**src/rtl/fifo_arb_pkg.sv**
```systemverilog
// Shared types and sizing helpers for the FIFO write-port arbiter.
package fifo_arb_pkg;

  typedef enum logic {ARB_IDLE, ARB_LOCKED} arb_state_t;

  function automatic int unsigned id_bits(input int unsigned n);
    return $clog2(n);
  endfunction

endpackage

```
**src/rtl/rr_pick.sv**
```systemverilog
// Combinational cyclic-priority picker: first set req bit at or after rr_ptr.
module rr_pick
  import fifo_arb_pkg::*;
#(
  parameter int unsigned NUM_REQ = 4,
  parameter int unsigned ID_BITS = id_bits(NUM_REQ)
) (
  input  logic [NUM_REQ-1:0] req,
  input  logic [ID_BITS-1:0] rr_ptr,
  output logic [ID_BITS-1:0] sel,
  output logic               any
);

  int unsigned        idx;
  logic [ID_BITS-1:0] cand;

  // Scan farthest-to-nearest so the candidate closest to rr_ptr wins last.
  always_comb begin
    sel  = '0;
    any  = 1'b0;
    idx  = 0;
    cand = '0;
    for (int unsigned k = 0; k < NUM_REQ; k++) begin
      idx  = (32'(rr_ptr) + NUM_REQ - 1 - k) % NUM_REQ;
      cand = ID_BITS'(idx);
      if (req[cand]) begin
        sel = cand;
        any = 1'b1;
      end
    end
  end

endmodule

```
**src/rtl/fifo_wr_arbiter.sv**
```systemverilog
// Round-robin packet arbiter for the shared FIFO write port.
// Define ARB_CREDIT_GATE_EN to start packets only when the FIFO is fully empty of backlog.
module fifo_wr_arbiter
  import fifo_arb_pkg::*;
#(
  parameter int unsigned NUM_REQ   = 4,
  parameter int unsigned WIDTH     = 16,
  parameter int unsigned MAX_BURST = 4,
  parameter int unsigned MAX_CNT   = 3,
  parameter int unsigned CNT_BITS  = $clog2(MAX_CNT + 1),
  parameter int unsigned ID_BITS   = id_bits(NUM_REQ)
) (
  input  logic                     clock,
  input  logic                     reset,
  input  logic [NUM_REQ-1:0]       req,
  input  logic [NUM_REQ*WIDTH-1:0] req_data,
  input  logic [NUM_REQ-1:0]       req_last,
  output logic [NUM_REQ-1:0]       gnt,
  output logic                     fifo_wr_en,
  output logic [WIDTH-1:0]         fifo_wr_data,
  input  logic                     fifo_wr_valid,
  input  logic                     fifo_full,
  input  logic [CNT_BITS-1:0]      fifo_spots,
  output logic [ID_BITS-1:0]       grant_id,
  output logic                     busy
);

  localparam int unsigned BC_BITS = $clog2(MAX_BURST + 1);

  arb_state_t         state;
  logic [ID_BITS-1:0] owner;
  logic [ID_BITS-1:0] rr_ptr;
  logic [BC_BITS-1:0] beat_cnt;

  logic [ID_BITS-1:0] pick_sel;
  logic               pick_any;
  logic               start_ok;
  logic [ID_BITS-1:0] sel;
  logic               wr_en;
  logic               acc;
  logic               end_pkt;
  logic [BC_BITS-1:0] beat_nxt;
  logic [ID_BITS-1:0] ptr_nxt;

  rr_pick #(
    .NUM_REQ (NUM_REQ),
    .ID_BITS (ID_BITS)
  ) u_pick (
    .req    (req),
    .rr_ptr (rr_ptr),
    .sel    (pick_sel),
    .any    (pick_any)
  );

`ifdef ARB_CREDIT_GATE_EN
  assign start_ok = (fifo_spots == CNT_BITS'(MAX_CNT)) & ~fifo_full;
`else
  logic unused_fifo_status;
  assign start_ok           = 1'b1;
  assign unused_fifo_status = ^{fifo_full, fifo_spots};
`endif

  // Select source and decide acceptance / packet end for this cycle.
  always_comb begin
    sel   = owner;
    wr_en = 1'b0;
    if (state == ARB_IDLE) begin
      sel   = pick_sel;
      wr_en = pick_any & start_ok;
    end else begin
      wr_en = req[owner];
    end
    acc      = wr_en & fifo_wr_valid;
    beat_nxt = beat_cnt + BC_BITS'(1);
    end_pkt  = req_last[sel] | (beat_nxt == BC_BITS'(MAX_BURST));
    ptr_nxt  = (32'(sel) == NUM_REQ - 1) ? '0 : sel + ID_BITS'(1);
  end

  // Outputs are held at zero while reset is asserted.
  always_comb begin
    gnt          = '0;
    fifo_wr_en   = 1'b0;
    fifo_wr_data = '0;
    grant_id     = '0;
    busy         = 1'b0;
    if (!reset) begin
      fifo_wr_en   = wr_en;
      fifo_wr_data = req_data[sel*WIDTH +: WIDTH];
      grant_id     = sel;
      busy         = (state == ARB_LOCKED);
      gnt[sel]     = acc;
    end
  end

  // Lock/release FSM; nothing moves unless a beat is actually accepted.
  always_ff @(posedge clock) begin
    if (reset) begin
      state    <= ARB_IDLE;
      owner    <= '0;
      rr_ptr   <= '0;
      beat_cnt <= '0;
    end else if (acc) begin
      if (end_pkt) begin
        state    <= ARB_IDLE;
        beat_cnt <= '0;
        rr_ptr   <= ptr_nxt;
      end else if (state == ARB_IDLE) begin
        state    <= ARB_LOCKED;
        owner    <= sel;
        beat_cnt <= BC_BITS'(1);
      end else begin
        beat_cnt <= beat_nxt;
      end
    end
  end

endmodule

```
**config.mk**
```make
export PLATFORM = sky130hd
export DESIGN_NAME = fifo_wr_arbiter
export DESIGN_NICKNAME = d
export VERILOG_FILES = /design/src/rtl/fifo_arb_pkg.sv /design/src/rtl/rr_pick.sv /design/src/rtl/fifo_wr_arbiter.sv
export SDC_FILE = /design/constraint.sdc
export NUM_CORES = 1
export LEC_CHECK = 0
export BUFFER_PORTS_ARGS = -buffer_cell sky130_fd_sc_hd__buf_2
export CAP_MARGIN = 10
export CORE_UTILIZATION = 42
export CTS_CLUSTER_DIAMETER = 80
export DETAILED_ROUTE_END_ITERATION = 7
export PLACE_DENSITY = 0.87
export SLEW_MARGIN = 20
export SYNTH_ARGS = -nofsm -noshare
export SYNTH_HDL_FRONTEND = slang
export SYNTH_SLANG_ARGS = --single-unit
```
**constraint.sdc**
```tcl
create_clock -name clock -period 4.91 [get_ports clock]
set_input_delay 0.7365 -clock clock [delete_from_list [all_inputs] [get_ports clock]]
set_output_delay 0.7365 -clock clock [all_outputs]
set_load 0.03 [all_outputs]
```
==> qor.yml <==
power_density_mw_per_mm2: 242
die_h_microns: 55.4
nets: 304
status: "finished, final reports clean"
ctsHoldBuffers: 0
gp_congestion: 0.844
grt_pass1_vias: 1303
antenna_found_initial: 0
drive_above_1_share: 0.569
timing.rr.end: "owner[1]$_SDFFE_PP0P_"
finalSetupTns_ns: 0
route.detailed.drc: 0
internal_power_mw: 0.234
start_kind: "input pin"
first_pass_iters: 6
fmax_mhz: 265
reg2reg_depth: 7
p_leak_nw: 0.879
crit_top_cell: "buf_2"
worstSetupPathType: "input pin to output port"
num_rows: 19
h-tree-depth: 1
critPathMaxStageDelay_ns: 0.52
final_core_util: 0.632
switchingPower_mw: 0.183
grt_first_pass_wirelength_microns: 5540
cts_resized: 0
areaGrowthSynthToFinish_pct: 44.1
io_buffers: 98
antenna_cells: 0
grt_start_max_net_pins: 21
whs_path_depth: 2
clk_pin_slew_ns: 0.06
cp.buffers_inverters: 3
syn_avg_cell_area_sq_um: 9.75
p_sw_frac: 0.439
wire_per_inst_microns: 13.8
netlist_area_sq_mm: 0.00120
crit_chain: "buf_2 > and3b_1 > a211oi_2 > o22ai_1 > mux2i_4 > buf_4 > mux4_2 > and2_1 > buf_2"
cp_data_arrival_time_ns: 3.04
ys_ff_latch: 8
min_to: "beat_cnt[2]$_SDFFE_PP0P_"
combPwrFrac: 0.685
worstHoldPathType: "flop to flop"
irDropWorstVdd_v: 0.000165
viasPerCell: 5.65
yosysSeqAreaShare: 0.134
fin_worst_skew_ns: 0.00389
final_cells: 249
drtAntennaViolNets: 0
cts_buffers: 3
cts_tree: "built"
fin_crit_sh: 0.770
cpMaxStageDelayCell: "mux4_2"
clkPwrFrac: 0.121
clock-root-buffer: "clkbuf_4"
clock_sink_count: 8
ios: 102
cp-end-kind: "output port"
grt_setup_unrepaired: "no"
min_period_ns: 3.78
synth_cell_types: 38
drv_slew: 0
n_fill_cell: 243
dpl.hpwl_microns: 2830
clockBufferDepth: 2
r2r_start: "rr_ptr[1]$_SDFFE_PP0P_"
start_util: 0.438
slew_headroom: 0.634
grt_usage: 0.224
vias: 1408
die_w_microns: 55.4
syn_inst: 123
grt_remaining_overflow: 0
dpl.cell_count: 246
power_frac_seq: 0.194
cap_violations: 0
synth_nets: 207
reg2reg_slack_ns: 2.31
setup_viol_count_final: 0
worst_skew_pair.late_latency_ns: 0.25
drt-initial-drc-count: 58
crit_family: "multiplexers"
wl_microns: 3430
required_ns: 4.17
ys_warn_count: 0
core_sq_mm: 0.00273
postCtsSetupBuffers: 0
critical_path.max_fanout: 15
max_slew.worst_pin.slew_ns: 0.534
die_area_sq_mm: 0.00307
hold_viol: 0
hold_start: "beat_cnt[2]$_SDFFE_PP0P_"
layout by cell type (no fill, tap or decap), types with 2 or more instances in the layout:
cell and count:
buf_2 98, mux4_2 17, and2_1 16, a21oi_1 8, dfxtp_1 8, nand2_1 7, ha_1 6, inv_1 5
nand2b_1 5, and3_1 5, o21ai_0 3, nand3_1 3, mux2i_1 3, o211ai_1 3, clkbuf_4 3, nor2b_1 2
and3b_1 2, nor3b_1 2, nor2_1 2, or3_1 2, o31ai_1 2
layer usage:
layer / vias to the layer above / part of all wire / routed length, microns / GRT usage
met3: 12 / 0.084 / 287 / 0.0422
li1: 668 / - / - / -
met2: 82 / 0.54 / 1860 / 0.427
met5: - / 0 / 0 / 0
met1: 646 / 0.35 / 1190 / 0.237
met4: 0 / 0.028 / 95 / 0.0929
synth_stat cells, drive strengths merged:
library cell	n	area share
dfxtp	8	0.13
o311ai	2	0.015
inv	6	0.019
nand2	7	0.022
or3	2	0.010
o211ai	3	0.019
o21ai	4	0.017
a21oi	8	0.033
o31a	1	0.0073
nor2	2	0.0063
mux2i	4	0.044
mux4	17	0.32
nor3b	2	0.013
and3b	2	0.015
o22ai	1	0.0052
nand2b	5	0.026
nor2b	2	0.010
and3	5	0.026
and2	16	0.084
a311oi	1	0.0073
buf	3	0.014
nor3	1	0.0042
a211oi	1	0.010
clkbuf	4	0.013
ha	6	0.063
or2	1	0.0052
nand3	3	0.013
a21boi	2	0.013
o41ai	1	0.014
o31ai	2	0.013
a2111o	1	0.0094
how the worst max path moves through the flow:
stage	startpoint	endpoint	slack (ns)	cells past startpoint
2_1_floorplan	req[2]	fifo_wr_data[11]	1.68	7
3_3_place_gp	req[2]	fifo_wr_data[15]	1.14	9
3_5_place_dp	req[2]	fifo_wr_data[7]	1.12	9
4_1_cts	req[2]	fifo_wr_data[7]	1.11	9
5_1_grt	req[2]	fifo_wr_data[15]	0.92	9
6_report	req[2]	fifo_wr_data[7]	1.13	9
state kept, by name, summed over array words and instances, names as in the netlist:
name and cells:
beat_cnt 3, owner 2, state 1, rr_ptr 2
layout make-up:
cell class	count	area (sq um)	area share
tap	31	38.8	0.0225
timing repair buffer	99	498	0.288
inverter	6	22.5	0.0130
multi-input combinational	102	985	0.570
sequential	8	160	0.0928
clock buffer	3	22.5	0.0130
kinds of logic (layout without fill, tap and decap cells):
family	Yosys count	count (layout)	synth area share
flip-flops	8	8	0.134
multiplexers	21	21	0.363
AO/OA/AOI/OAI	27	27	0.162
AND/OR/NAND/NOR	48	48	0.234
adder cells (fa/ha/maj)	6	6	0.0626
buffers and inverters	13	108	0.0449
per-stage QoR:
| stage | worst slack, ns | power, mW | cell area [sq um] | hold WS [ns] |
|---|---|---|---|---|
| after floorplan | 1.68 | 0.294 | 1200 | 0.440 |
| after global placement | 1.14 | 0.362 | 1700 | 0.452 |
| after detailed placement | 1.12 | 0.369 | 1700 | 0.465 |
| after CTS | 1.11 | 0.419 | 1730 | 0.473 |
| after global routing | 0.919 | 0.446 | 1730 | 0.506 |
| final | 1.13 | 0.417 | 1730 | 0.470 |
worst reg2reg max path, cell delays in order, from the launching register on:
cell and delay [ns]:
dfxtp_1 0.43, nand2_1 0.11, a311oi_1 0.43, o31a_1 0.39, mux2i_1 0.30, mux2i_1 0.23, or3_1 0.45, o41ai_2 0.19
power by group through the flow:
stage,Combinational [mW],Clock [mW],Sequential (mW)
after floorplan,0.217,0,0.0770
after global placement,0.280,0,0.0820
after detailed placement,0.287,0,0.0820
after CTS,0.287,0.0513,0.0806
after global routing,0.310,0.0535,0.0822
final,0.286,0.0505,0.0810
Note: power is estimated with default switching activity, not from simulation.
